File: src/rtl/arb_pkg.sv
// Shared types and constants for the cpu_riscv memory-port arbiter.
// Encodes FSM states, grant ids and the line-size-derived widths.
package arb_pkg;

    typedef enum logic [1:0] {
        ARB_IDLE    = 2'd0,
        ARB_IC_FILL = 2'd1,
        ARB_DC_ACC  = 2'd2
    } arb_state_e;

    localparam logic GNT_IC = 1'b0;
    localparam logic GNT_DC = 1'b1;

    localparam int unsigned LINE_WORDS_DEF = 4;

    // Beat counter is kept at least one bit wide so a one-word line still elaborates.
    function automatic int unsigned beat_width(input int unsigned line_words);
        return (line_words > 1) ? unsigned'($clog2(line_words)) : 1;
    endfunction

    function automatic int unsigned offset_bits(input int unsigned line_words);
        return unsigned'($clog2(4 * line_words));
    endfunction

    localparam int unsigned BEAT_W   = beat_width(LINE_WORDS_DEF);
    localparam int unsigned OFF_BITS = offset_bits(LINE_WORDS_DEF);

endpackage

File: src/rtl/arb_grant_sel.sv
// Grant selection between the I-side and D-side requesters.
// ARB_ROUND_ROBIN_EN: alternate on contention; otherwise D-side has fixed priority.
module arb_grant_sel
    import arb_pkg::*;
(
`ifdef ARB_ROUND_ROBIN_EN
    input  logic clk,
    input  logic rst,
`endif
    input  logic en_i,
    input  logic ic_req_i,
    input  logic dc_req_i,
    output logic valid_o,
    output logic id_o
);

    assign valid_o = en_i && (ic_req_i || dc_req_i);

`ifdef ARB_ROUND_ROBIN_EN
    logic last_q;

    always_comb begin
        id_o = GNT_IC;
        if (ic_req_i && dc_req_i) begin
            id_o = (last_q == GNT_IC) ? GNT_DC : GNT_IC;
        end else if (dc_req_i) begin
            id_o = GNT_DC;
        end
    end

    // Reset to I-side so the first contention goes to the D-side.
    always_ff @(posedge clk) begin
        if (rst) begin
            last_q <= GNT_IC;
        end else if (valid_o) begin
            last_q <= id_o;
        end
    end
`else
    assign id_o = dc_req_i ? GNT_DC : GNT_IC;
`endif

endmodule

File: src/rtl/mem_port_arbiter.sv
// Shares one word-wide memory port between I-cache line refills and D-side accesses.
// Optional macro ARB_ROUND_ROBIN_EN selects round-robin instead of D-side priority.
module mem_port_arbiter
    import arb_pkg::*;
#(
    parameter int unsigned ADDR_W     = 32,
    parameter int unsigned LINE_WORDS = 4
) (
    input  logic                     clk,
    input  logic                     rst,
    input  logic                     ic_read_i,
    input  logic [ADDR_W-1:0]        ic_addr_i,
    output logic [32*LINE_WORDS-1:0] ic_data_o,
    output logic                     ic_done_o,
    input  logic                     dc_ce_i,
    input  logic                     dc_we_i,
    input  logic [ADDR_W-1:0]        dc_addr_i,
    input  logic [3:0]               dc_sel_i,
    input  logic [31:0]              dc_data_i,
    output logic [31:0]              dc_data_o,
    output logic                     dc_done_o,
    output logic                     mem_req_o,
    output logic                     mem_we_o,
    output logic [ADDR_W-1:0]        mem_addr_o,
    output logic [3:0]               mem_sel_o,
    output logic [31:0]              mem_data_o,
    input  logic [31:0]              mem_data_i,
    input  logic                     mem_ack_i
);

    localparam int unsigned BeatW   = beat_width(LINE_WORDS);
    localparam int unsigned OffBits = offset_bits(LINE_WORDS);
    localparam int unsigned LineW   = 32 * LINE_WORDS;

    arb_state_e state_q, state_d;

    logic [BeatW-1:0]  beat_q;
    logic [BeatW-1:0]  beat_nxt;
    logic [ADDR_W-1:0] line_base_q;
    logic [LineW-1:0]  ic_data_q;
    logic [31:0]       dc_data_q;
    logic              ic_done_q;
    logic              dc_done_q;
    logic              mem_req_q;
    logic              mem_we_q;
    logic [ADDR_W-1:0] mem_addr_q;
    logic [3:0]        mem_sel_q;
    logic [31:0]       mem_wdata_q;

    logic gnt_valid;
    logic gnt_id;
    logic beat_ack;
    logic last_beat;

    assign beat_ack  = mem_req_q && mem_ack_i;
    assign beat_nxt  = beat_q + 1'b1;
    assign last_beat = (beat_q == BeatW'(LINE_WORDS - 1));

    // A requester still holds its request during its own done cycle; mask it to avoid a re-grant.
    arb_grant_sel u_grant_sel (
`ifdef ARB_ROUND_ROBIN_EN
        .clk      (clk),
        .rst      (rst),
`endif
        .en_i     (state_q == ARB_IDLE),
        .ic_req_i (ic_read_i && !ic_done_q),
        .dc_req_i (dc_ce_i && !dc_done_q),
        .valid_o  (gnt_valid),
        .id_o     (gnt_id)
    );

    always_comb begin
        state_d = state_q;
        case (state_q)
            ARB_IDLE: begin
                if (gnt_valid) begin
                    state_d = (gnt_id == GNT_DC) ? ARB_DC_ACC : ARB_IC_FILL;
                end
            end
            ARB_IC_FILL: begin
                if (beat_ack && last_beat) begin
                    state_d = ARB_IDLE;
                end
            end
            ARB_DC_ACC: begin
                if (beat_ack) begin
                    state_d = ARB_IDLE;
                end
            end
            default: state_d = ARB_IDLE;
        endcase
    end

    always_ff @(posedge clk) begin
        if (rst) begin
            state_q <= ARB_IDLE;
        end else begin
            state_q <= state_d;
        end
    end

    always_ff @(posedge clk) begin
        if (rst) begin
            beat_q      <= '0;
            line_base_q <= '0;
            ic_data_q   <= '0;
            dc_data_q   <= '0;
            ic_done_q   <= 1'b0;
            dc_done_q   <= 1'b0;
            mem_req_q   <= 1'b0;
            mem_we_q    <= 1'b0;
            mem_addr_q  <= '0;
            mem_sel_q   <= '0;
            mem_wdata_q <= '0;
        end else begin
            ic_done_q <= 1'b0;
            dc_done_q <= 1'b0;
            case (state_q)
                ARB_IDLE: begin
                    if (gnt_valid && (gnt_id == GNT_DC)) begin
                        mem_req_q   <= 1'b1;
                        mem_we_q    <= dc_we_i;
                        mem_addr_q  <= dc_addr_i;
                        mem_sel_q   <= dc_sel_i;
                        mem_wdata_q <= dc_data_i;
                    end else if (gnt_valid) begin
                        mem_req_q   <= 1'b1;
                        mem_we_q    <= 1'b0;
                        mem_sel_q   <= 4'hF;
                        mem_addr_q  <= {ic_addr_i[ADDR_W-1:OffBits], {OffBits{1'b0}}};
                        line_base_q <= {ic_addr_i[ADDR_W-1:OffBits], {OffBits{1'b0}}};
                        beat_q      <= '0;
                    end
                end
                ARB_IC_FILL: begin
                    if (beat_ack) begin
                        ic_data_q[32*int'(beat_q) +: 32] <= mem_data_i;
                        if (last_beat) begin
                            beat_q    <= '0;
                            mem_req_q <= 1'b0;
                            ic_done_q <= 1'b1;
                        end else begin
                            beat_q     <= beat_nxt;
                            mem_addr_q <= line_base_q | (ADDR_W'(beat_nxt) << 2);
                        end
                    end
                end
                ARB_DC_ACC: begin
                    if (beat_ack) begin
                        if (!mem_we_q) begin
                            dc_data_q <= mem_data_i;
                        end
                        mem_req_q <= 1'b0;
                        dc_done_q <= 1'b1;
                    end
                end
                default: ;
            endcase
        end
    end

    assign ic_data_o  = ic_data_q;
    assign ic_done_o  = ic_done_q;
    assign dc_data_o  = dc_data_q;
    assign dc_done_o  = dc_done_q;
    assign mem_req_o  = mem_req_q;
    assign mem_we_o   = mem_we_q;
    assign mem_addr_o = mem_addr_q;
    assign mem_sel_o  = mem_sel_q;
    assign mem_data_o = mem_wdata_q;

endmodule

File: config.mk
export PLATFORM = sky130hd
export DESIGN_NAME = mem_port_arbiter
export DESIGN_NICKNAME = d
export VERILOG_FILES = /design/src/rtl/arb_pkg.sv /design/src/rtl/arb_grant_sel.sv /design/src/rtl/mem_port_arbiter.sv
export SDC_FILE = /design/constraint.sdc
export NUM_CORES = 1
export LEC_CHECK = 0
export ABC_CLOCK_PERIOD_IN_PS = 4900
export CORE_UTILIZATION = 41
export CTS_BUF_LIST = sky130_fd_sc_hd__clkbuf_4 sky130_fd_sc_hd__clkbuf_8
export CTS_CLUSTER_SIZE = 12
export DETAILED_ROUTE_END_ITERATION = 10
export PLACE_DENSITY_LB_ADDON = 0.08
export REMOVE_ABC_BUFFERS = 1
export SYNTH_ARGS = -nofsm -noshare
export SYNTH_HDL_FRONTEND = slang
export SYNTH_SLANG_ARGS = --single-unit
File: constraint.sdc
create_clock -name clk -period 4.9 [get_ports clk]
set_input_delay 0.735 -clock clk [delete_from_list [all_inputs] [get_ports clk]]
set_output_delay 0.735 -clock clk [all_outputs]
set_load 0.03 [all_outputs]
==> results of run 1 <==
-- layout make-up --
type | instances | area (µm²)
fillers | 2168 | 9500
flip-flops and latches | 264 | 5290
multi-input cells | 884 | 4510
repair buffers | 384 | 3810
clock buffers | 70 | 851
well taps | 324 | 405
clock inverters | 10 | 77.6
inverters | 5 | 18.8
diodes | 2 | 5.00
-- cell usage in the layout, fill, tap and decap left out, types with 2 or more instances in the layout --
cell type / count
clkdlybuf4s50_1: 364
nand2_1: 347
clkinv_2: 8
ha_1: 9
o21ai_0: 4
a22oi_1: 2
nand4b_1: 2
a32oi_1: 2
nand3_1: 129
mux2_2: 28
nor2_1: 12
and2_2: 3
a221oi_1: 5
diode_2: 2
a21oi_1: 252
clkbuf_8: 53
dfxtp_1: 264
and3b_2: 2
nor3b_2: 2
inv_1: 4
nor2b_1: 3
o211ai_1: 28
clkbuf_4: 18
nor3b_4: 2
and3_1: 2
nor3_1: 4
buf_4: 18
nand2b_1: 30
and2_1: 2
-- critical path: cells and delay by family, from the launching register on --
kind | cells | cell delay (ns)
compound gates | 3 | 0.96
buf+inv | 2 | 0.61
simple gates | 1 | 0.39
flops | 1 | 0.34
fa+ha+maj | 1 | 0.19
-- power groups by stage --
stage,Sequential [mW],Clock (mW),Combinational [mW]
after floorplan,2.96,0,0.776
after global placement,2.55,0,2.06
after detailed placement,2.56,0,2.07
after CTS,2.52,2.08,2.08
after global routing,2.55,2.19,2.22
final,2.52,2.03,2.06
-- final timing paths --
path | slack, ns | start | end
min reg2reg | 0.45 | line_base_q[19]$_SDFFE_PP0P_ | line_base_q[19]$_SDFFE_PP0P_
max reg2reg | 2.29 | state_q[1]$_SDFFE_PP0P_ | mem_addr_o[18]$_SDFFE_PP0P_
min | 0.45 | line_base_q[19]$_SDFFE_PP0P_ | line_base_q[19]$_SDFFE_PP0P_
max | 2.29 | state_q[1]$_SDFFE_PP0P_ | mem_addr_o[18]$_SDFFE_PP0P_
-- per-layer routing --
metal	wire, µm	track usage [%]	vias up
met4	1040	9.78	0
met2	15900	41.8	351
met1	14100	31.7	4663
met5	0	0	-
met3	2560	6.92	70
li1	-	-	4897
-- logic make-up (layout without fill, tap and decap cells) --
group	count (synthesis)	in the layout	share of synthesized area [%]
compound gates	298	298	15.8
other cells	0	2	0
simple gates	548	548	23.3
mux	28	28	3.06
fa+ha+maj	10	10	1.21
buf+inv	112	469	5.37
flops	264	264	51.2
-- registers in the layout (all words and copies together), names as in the netlist --
signal	cells
line_base_q	28
dc_done_o	1
mem_we_o	1
mem_sel_o	4
mem_addr_o	32
ic_done_o	1
mem_data_o	32
dc_data_o	32
ic_data_o	128
mem_req_o	1
beat_q	2
state_q	2
-- metrics by stage --
step           std cells  setup WS (ns)
2_1_floorplan       1153           1.82
3_3_place_gp        1861           1.99
3_5_place_dp        1861           1.98
4_1_cts             1941           2.25
5_1_grt             1943           2.05
6_report            1943           2.29
==> run metrics, run 1 <==
outcome finished clean; Max Cap Violations 0; H-tree Lvls 2; # port buffers 365; number of synthesized flops with an enable pin 0; Synth top area share approximately 51%; Yosys warning count 0; endpoints failing setup 0; Pwr Density between 400 and 500 nW/µm²; CTS tree done; CTS resizes 0; Slowest cell on crit path o32a_2; layout cells sized above 1 under 10%; die footprint 25800 µm²; headroom to the max-slew limit 23.2%; Synth area leaders dfxtp_1 (51%), nand2_1 (13%), a21oi_1 (12%), nand3_1 (6.3%), mux2_2 (3.1%); total setup buffers inserted after CTS 0; All-Layer GR Usage between 20% and 30%; internal power approximately 4.3 mW; count leader, synth nand2_1; number of global-route vias before repair roughly 9500; drt pass-1 iters 5; Final Core Density 61.2%; wire per inst ~17 µm; post-synthesis cell type count just over 40; clock slew at reported path FFs roughly 0.06 ns; clk_lat worst skew 0.54 ns; Worst R2R Path Depth 7; TritonCTS Sinks between 200 and 300; Tot Pwr roughly 6.6 mW; antenna violations before repair 2; setup TNS 0 ns; DR iter-0 viols approximately 570; register area share after synthesis 51.2%; crit path DAT about 3.1 ns; worst path cell trace inv_1 -> ha_2 -> buf_4 -> and4b_2 -> o32a_2 -> o211ai_1 -> a21oi_1; Final Hold Fails 0; total core area ~24000 µm²; chip height 161 µm; worst vdd ir approximately 0.00027 V; antenna viol nets, final 0; Num CTS Buffers 46; asr flop ratio synth 0%; startpoint class of the critical path flop; Crit. End Element flop; hpwl dp between 20000 and 25000 µm; Hold Path Cell Cnt 2; Routed Wire Length roughly 34000 µm; Clk pwr share a little under a third; Post-Syn Area per Cell between 8 and 9 µm²; GP Congestion ~0.8; Post-synth top flop dfxtp_1; Site Rows 57; required time of the worst setup path 5.35 ns; worst slew pin tran ~1.1 ns; vias per cell approximately 5.1; Critical Path Max Stage Delay approximately 0.62 ns; Seq pwr share around two fifths; max-slew violations 0; synthesized instance count roughly 1300; cell taking the most area after synthesis dfxtp_1; Final Skew 0.0176 ns; Clock Path Buffers 3; # IOs 370; root buf cell clkbuf_8; pin count of the biggest net entering global routing about 140; fin crit period 2.61 ns; final period utilization between 50% and 60%; synth cell count leaders nand2_1 (347), dfxtp_1 (264), a21oi_1 (252), nand3_1 (129), clkbuf_1 (60); RSZ-0062 raised after global routing false; post-synthesis register bit count approximately 260; crit-path max FO between 60 and 70; post-synth design cell area between 10000 and 15000 µm²; fmax around 0.38 GHz; dpl cell area ~14000 µm²; Hold Crit Class flop to flop; Crit Path Class flop to flop; Final #Nets 1733; die width roughly 160 µm; Worst Hold Margin 0.448 ns; drt drc 0; leakage approximately 5.1 nW; Initial Util 42.2%; final instance area approximately 15000 µm²; vias roughly 10000; Psw about 2.3 mW; combinational power share between 30% and 40%; hold_buf cts 0; gr ovfl total 0; switch share ~34%; first-pass GRT wire length 52600 µm; Area Growth Syn to Fin 45.1%
(Power assumes the default switching activity.)
==> run 2, diff against run 1 <==
ABC_CLOCK_PERIOD_IN_PS = 2500   (was 4900)
clock period = 2.5 ns   (was 4.9 ns; I/O delays follow)
==> run metrics, run 2 (same netlist as run 1, synthesis figures left out) <==
crit path DAT between 2 and 3 ns; antenna viol nets, final 0; Pwr Density 863 nW/µm²; TritonCTS Sinks ~260; # diodes 0; Routed Wire Length roughly 34000 µm; Area Growth Syn to Fin 47.8%; internal power just under 9 mW; # IOs 370; Num CTS Buffers 45; RSZ-0062 raised after global routing false; setup ws final between 0.2 and 0.3 ns; All-Layer GR Usage between 20% and 30%; drt pass-1 iters 5; leakage about 5.2 nW; headroom to the max-slew limit 52.0%; setup TNS 0 ns; chip height approximately 160 µm; clock slew at reported path FFs 0.06 ns; Final Hold Fails 0; Psw approximately 4.5 mW; die footprint ~26000 µm²; commonest non-fill, non-tap cell in the layout clkdlybuf4s50_1; Final Core Density ~62%; layout cells sized above 1 a little under a tenth; required time of the worst setup path 2.97 ns; vias 10000; max reg flops approximately 130; crit-path max FO 18; # port buffers 365; outcome finished clean; Initial Util a little over two fifths; drt drc 0; Crit Path Class flop to flop; wire per inst about 17 µm; fmax 0.450 GHz; Hold Crit Class input pin to flop; hold_buf cts 0; gr ovfl total 0; Clk pwr share between 30% and 40%; total core area roughly 24000 µm²; first-pass GRT wire length 53200 µm; Final #Nets 1748; max-slew violations 0; antenna violations before repair 0; layout filler cell count ~2200; pin count of the biggest net entering global routing slightly above 70; Tot Pwr approximately 13 mW; fin crit period between 2 and 2.5 ns; Crit. End Element flop; switch share about 34%; final period utilization 88.9%; number of global-route vias before repair 9562; worst vdd ir approximately 0.00053 V; CTS tree done; H-tree Lvls 2; combinational power share 32.0%; hpwl dp ~21000 µm; Max Cap Violations 0; DR iter-0 viols 639; Site Rows 57; clk_lat worst skew approximately 0.54 ns; startpoint class of the critical path flop; Final Skew about 0.012 ns; Seq pwr share 37.5%; die width between 150 and 200 µm; most frequent cells in the layout clkdlybuf4s50_1 (364), nand2_1 (347), dfxtp_1 (264); Setup WS pre-CTS between 0.15 and 0.2 ns; CTS resizes 0; GP Congestion 0.797; endpoints failing setup 0; Clock Path Buffers 3; vias per cell approximately 5.1; total setup buffers inserted after CTS 0; root buf cell clkbuf_8; worst slew pin tran 0.720 ns
==> run 2: final cells by class <==
| class | instances | area, µm² | share of cell area [%] |
|---|---|---|---|
| Multi-Input combinational cell | 884 | 4510 | 29.6 |
| Inverter | 5 | 18.8 | 0.123 |
| Timing Repair Buffer | 400 | 4100 | 26.9 |
| Tap cell | 324 | 405 | 2.66 |
| Clock buffer | 70 | 882 | 5.79 |
| Clock inverter | 5 | 52.6 | 0.345 |
| Sequential cell | 264 | 5290 | 34.7 |
==> run 2: metrics by stage <==
stage	area (µm²)	cells	hold WS [ns]
floorplan	9780	1153	0.425
global placement	14300	1877	0.437
detailed placement	14300	1877	0.442
CTS	15200	1952	0.363
global route	15200	1952	0.382
finish	15200	1952	0.389
==> run 2: layer usage <==
layer	global-route usage, %	part of all wire [%]	wire [µm]
met1	32.4	42	14300
met2	41.9	46	15700
met3	6.92	8.3	2810
met4	9.44	3.0	1020
met5	0	0	0
==> run 2: worst paths after layout <==
check / start / end / slack, ns / depth (start not counted)
worst min-delay path: dc_data_i[20] / mem_data_o[20]$_SDFFE_PP0P_ / 0.39 / 3
worst max-delay path: beat_q[0]$_SDFFE_PP0P_ / ic_data_o[65]$_SDFFE_PP0P_ / 0.28 / 6
worst max register to register: beat_q[0]$_SDFFE_PP0P_ / ic_data_o[65]$_SDFFE_PP0P_ / 0.28 / 6
worst min register to register: line_base_q[30]$_SDFFE_PP0P_ / line_base_q[30]$_SDFFE_PP0P_ / 0.45 / 2
==> run 2: critical path, stage by stage, from the launching register on <==
cell and delay (ns):
dfxtp_1 0.50, inv_2 0.16, ha_1 0.46, nor3b_2 0.42
buf_4 0.34, nand3_1 0.11, a21oi_1 0.15
==> run 2: power groups by stage <==
stage	Combinational, mW	Sequential [mW]	Clock (mW)
2_1_floorplan	1.52	5.80	0
3_3_place_gp	4.18	5.01	0
3_5_place_dp	4.21	5.02	0
4_1_cts	4.22	4.93	4.11
5_1_grt	4.50	4.99	4.30
6_report	4.21	4.93	4.01
==> run 3, diff against run 2 <==
ABC_CLOCK_PERIOD_IN_PS = 2200   (was 2500)
clock period = 2.2 ns   (was 2.5 ns; I/O delays follow)
==> run metrics, run 3 (same netlist as run 1, synthesis figures left out) <==
Hold Crit Class input pin to flop; crit-path max FO 7; Slowest cell on crit path clkdlybuf4s50_1; RSZ-0062 raised after global routing false; Num CTS Buffers between 40 and 50; drt drc 0; headroom to the max-slew limit a little under two thirds; Final Hold Fails 0; H-tree Lvls 2; All-Layer GR Usage about a quarter; DR iter-0 viols 557; fmax around 0.48 GHz; fin crit period 2.10 ns; hold_buf cts 0; root buf cell clkbuf_8; Area Growth Syn to Fin 48.8%; TritonCTS Sinks approximately 260; outcome finished clean; WHS Endpoint mem_addr_o[29]$_SDFFE_PP0P_; first-pass GRT wire length approximately 53000 µm; RR Startpoint beat_q[0]$_SDFFE_PP0P_; endpoints failing setup 0; Clock Path Buffers 3; max reg flops ~130; pin count of the biggest net entering global routing between 70 and 80; chip height approximately 160 µm; setup ws final about 0.10 ns; required time of the worst setup path about 1.9 ns; Routed Wire Length about 34000 µm; worst vdd ir between 0.0006 and 0.0007 V; Pwr Density ~990 nW/µm²; Setup WS pre-CTS -0.0125 ns; Crit Path Class flop to output port; die footprint ~26000 µm²; Crit. End Element output port; Buf/Inv on CP 1; # IOs 370; R2R Path End ic_data_o[95]$_SDFFE_PP0P_; Initial Util a little over two fifths; final period utilization 95.2%; worst slew pin tran 0.546 ns; number of global-route vias before repair between 9000 and 10000; Final Core Density a little over three fifths; drt pass-1 iters 5; vias approximately 10000; crit path DAT roughly 1.8 ns; Worst R2R Path Depth 6; CP delay by family, top buffers and inverters; die width 161 µm; Hold Path Cell Cnt 2; layout cells sized above 1 10.0%; CTS tree done; wire per inst 17.3 µm; antenna viol nets, final 0; antenna violations before repair 1; commonest non-fill, non-tap cell in the layout clkdlybuf4s50_1; Max Cap Violations 0; clk_lat worst skew around 0.57 ns; total core area roughly 24000 µm²; startpoint class of the critical path flop; gr ovfl total 0; worst path cell trace clkdlybuf4s50_1; Final Skew slightly below 0.02 ns; Site Rows between 50 and 60; hpwl dp roughly 21000 µm; vias per cell ~5.2; Register-to-Register Setup Slack 0.19 ns; max-slew violations 0; Final #Nets 1749; hold_sp rst; most frequent cells in the layout clkdlybuf4s50_1 (364), nand2_1 (347), dfxtp_1 (263); # port buffers 365; layout filler cell count 2140; leakage about 5.2 nW; clock slew at reported path FFs ~0.060 ns; GP Congestion approximately 0.8; Critical Path Max Stage Delay about 0.75 ns
==> run 3: area by class of cell <==
cell class	instances	area (µm²)	area share [%]
Sequential cell	264	5290	34.4
Multi-Input combinational cell	884	4530	29.5
Timing Repair Buffer	401	4120	26.8
Clock buffer	71	890	5.80
Tap cell	324	405	2.64
Clock inverter	9	106	0.693
Inverter	5	18.8	0.122
Antenna cell	1	2.50	0.0163
==> run 3: metal layers <==
layer | global-route usage, % | vias to the layer above | wire, µm
li1 | - | 4942 | -
met1 | 31.6 | 4714 | 14100
met2 | 41.9 | 369 | 15800
met3 | 7.33 | 72 | 2730
met4 | 11.0 | 0 | 1250
met5 | 0 | - | 0
==> run 3: metrics by stage <==
stage	TNS, ns	instance area, µm²	hold WS, ns	cells	total power [mW]
detailed placement	-0.0125	14300	0.442	1878	10.5
floorplan	-132.87	9780	0.399	1153	8.32
finish	0	15400	0.310	1959	15.2
global route	0	15400	0.326	1959	16.0
global placement	0	14300	0.436	1878	10.4
CTS	0	15300	0.296	1958	15.3
==> run 3: worst max-delay path by stage <==
stage / cells past startpoint / endpoint / startpoint / slack (ns)
floorplan: 5 / ic_data_o[64]$_SDFFE_PP0P_ / beat_q[0]$_SDFFE_PP0P_ / -0.88
global placement: 5 / mem_addr_o[14]$_SDFFE_PP0P_ / mem_ack_i / 0.008
detailed placement: 5 / mem_addr_o[12]$_SDFFE_PP0P_ / mem_ack_i / -0.01
CTS: 6 / ic_data_o[74]$_SDFFE_PP0P_ / beat_q[0]$_SDFFE_PP0P_ / 0.008
global route: 6 / ic_data_o[67]$_SDFFE_PP0P_ / beat_q[0]$_SDFFE_PP0P_ / 0.05
finish: 1 / mem_req_o / mem_req_o$_SDFFE_PP0P_ / 0.10
==> run 3: report_power, final <==
group / switching (mW) / internal (mW) / leakage (nW)
sequential: 0.291 / 5.32 / 2.14
combinational: 2.85 / 1.94 / 2.58
clock: 2.00 / 2.81 / 0.524
==> run 3: repair_timing <==
item	in CTS	in global routing
endpoints found under the hold margin	0	0
buffers inserted	0	0
resized for setup	0	4
endpoints found under the setup margin	0	49
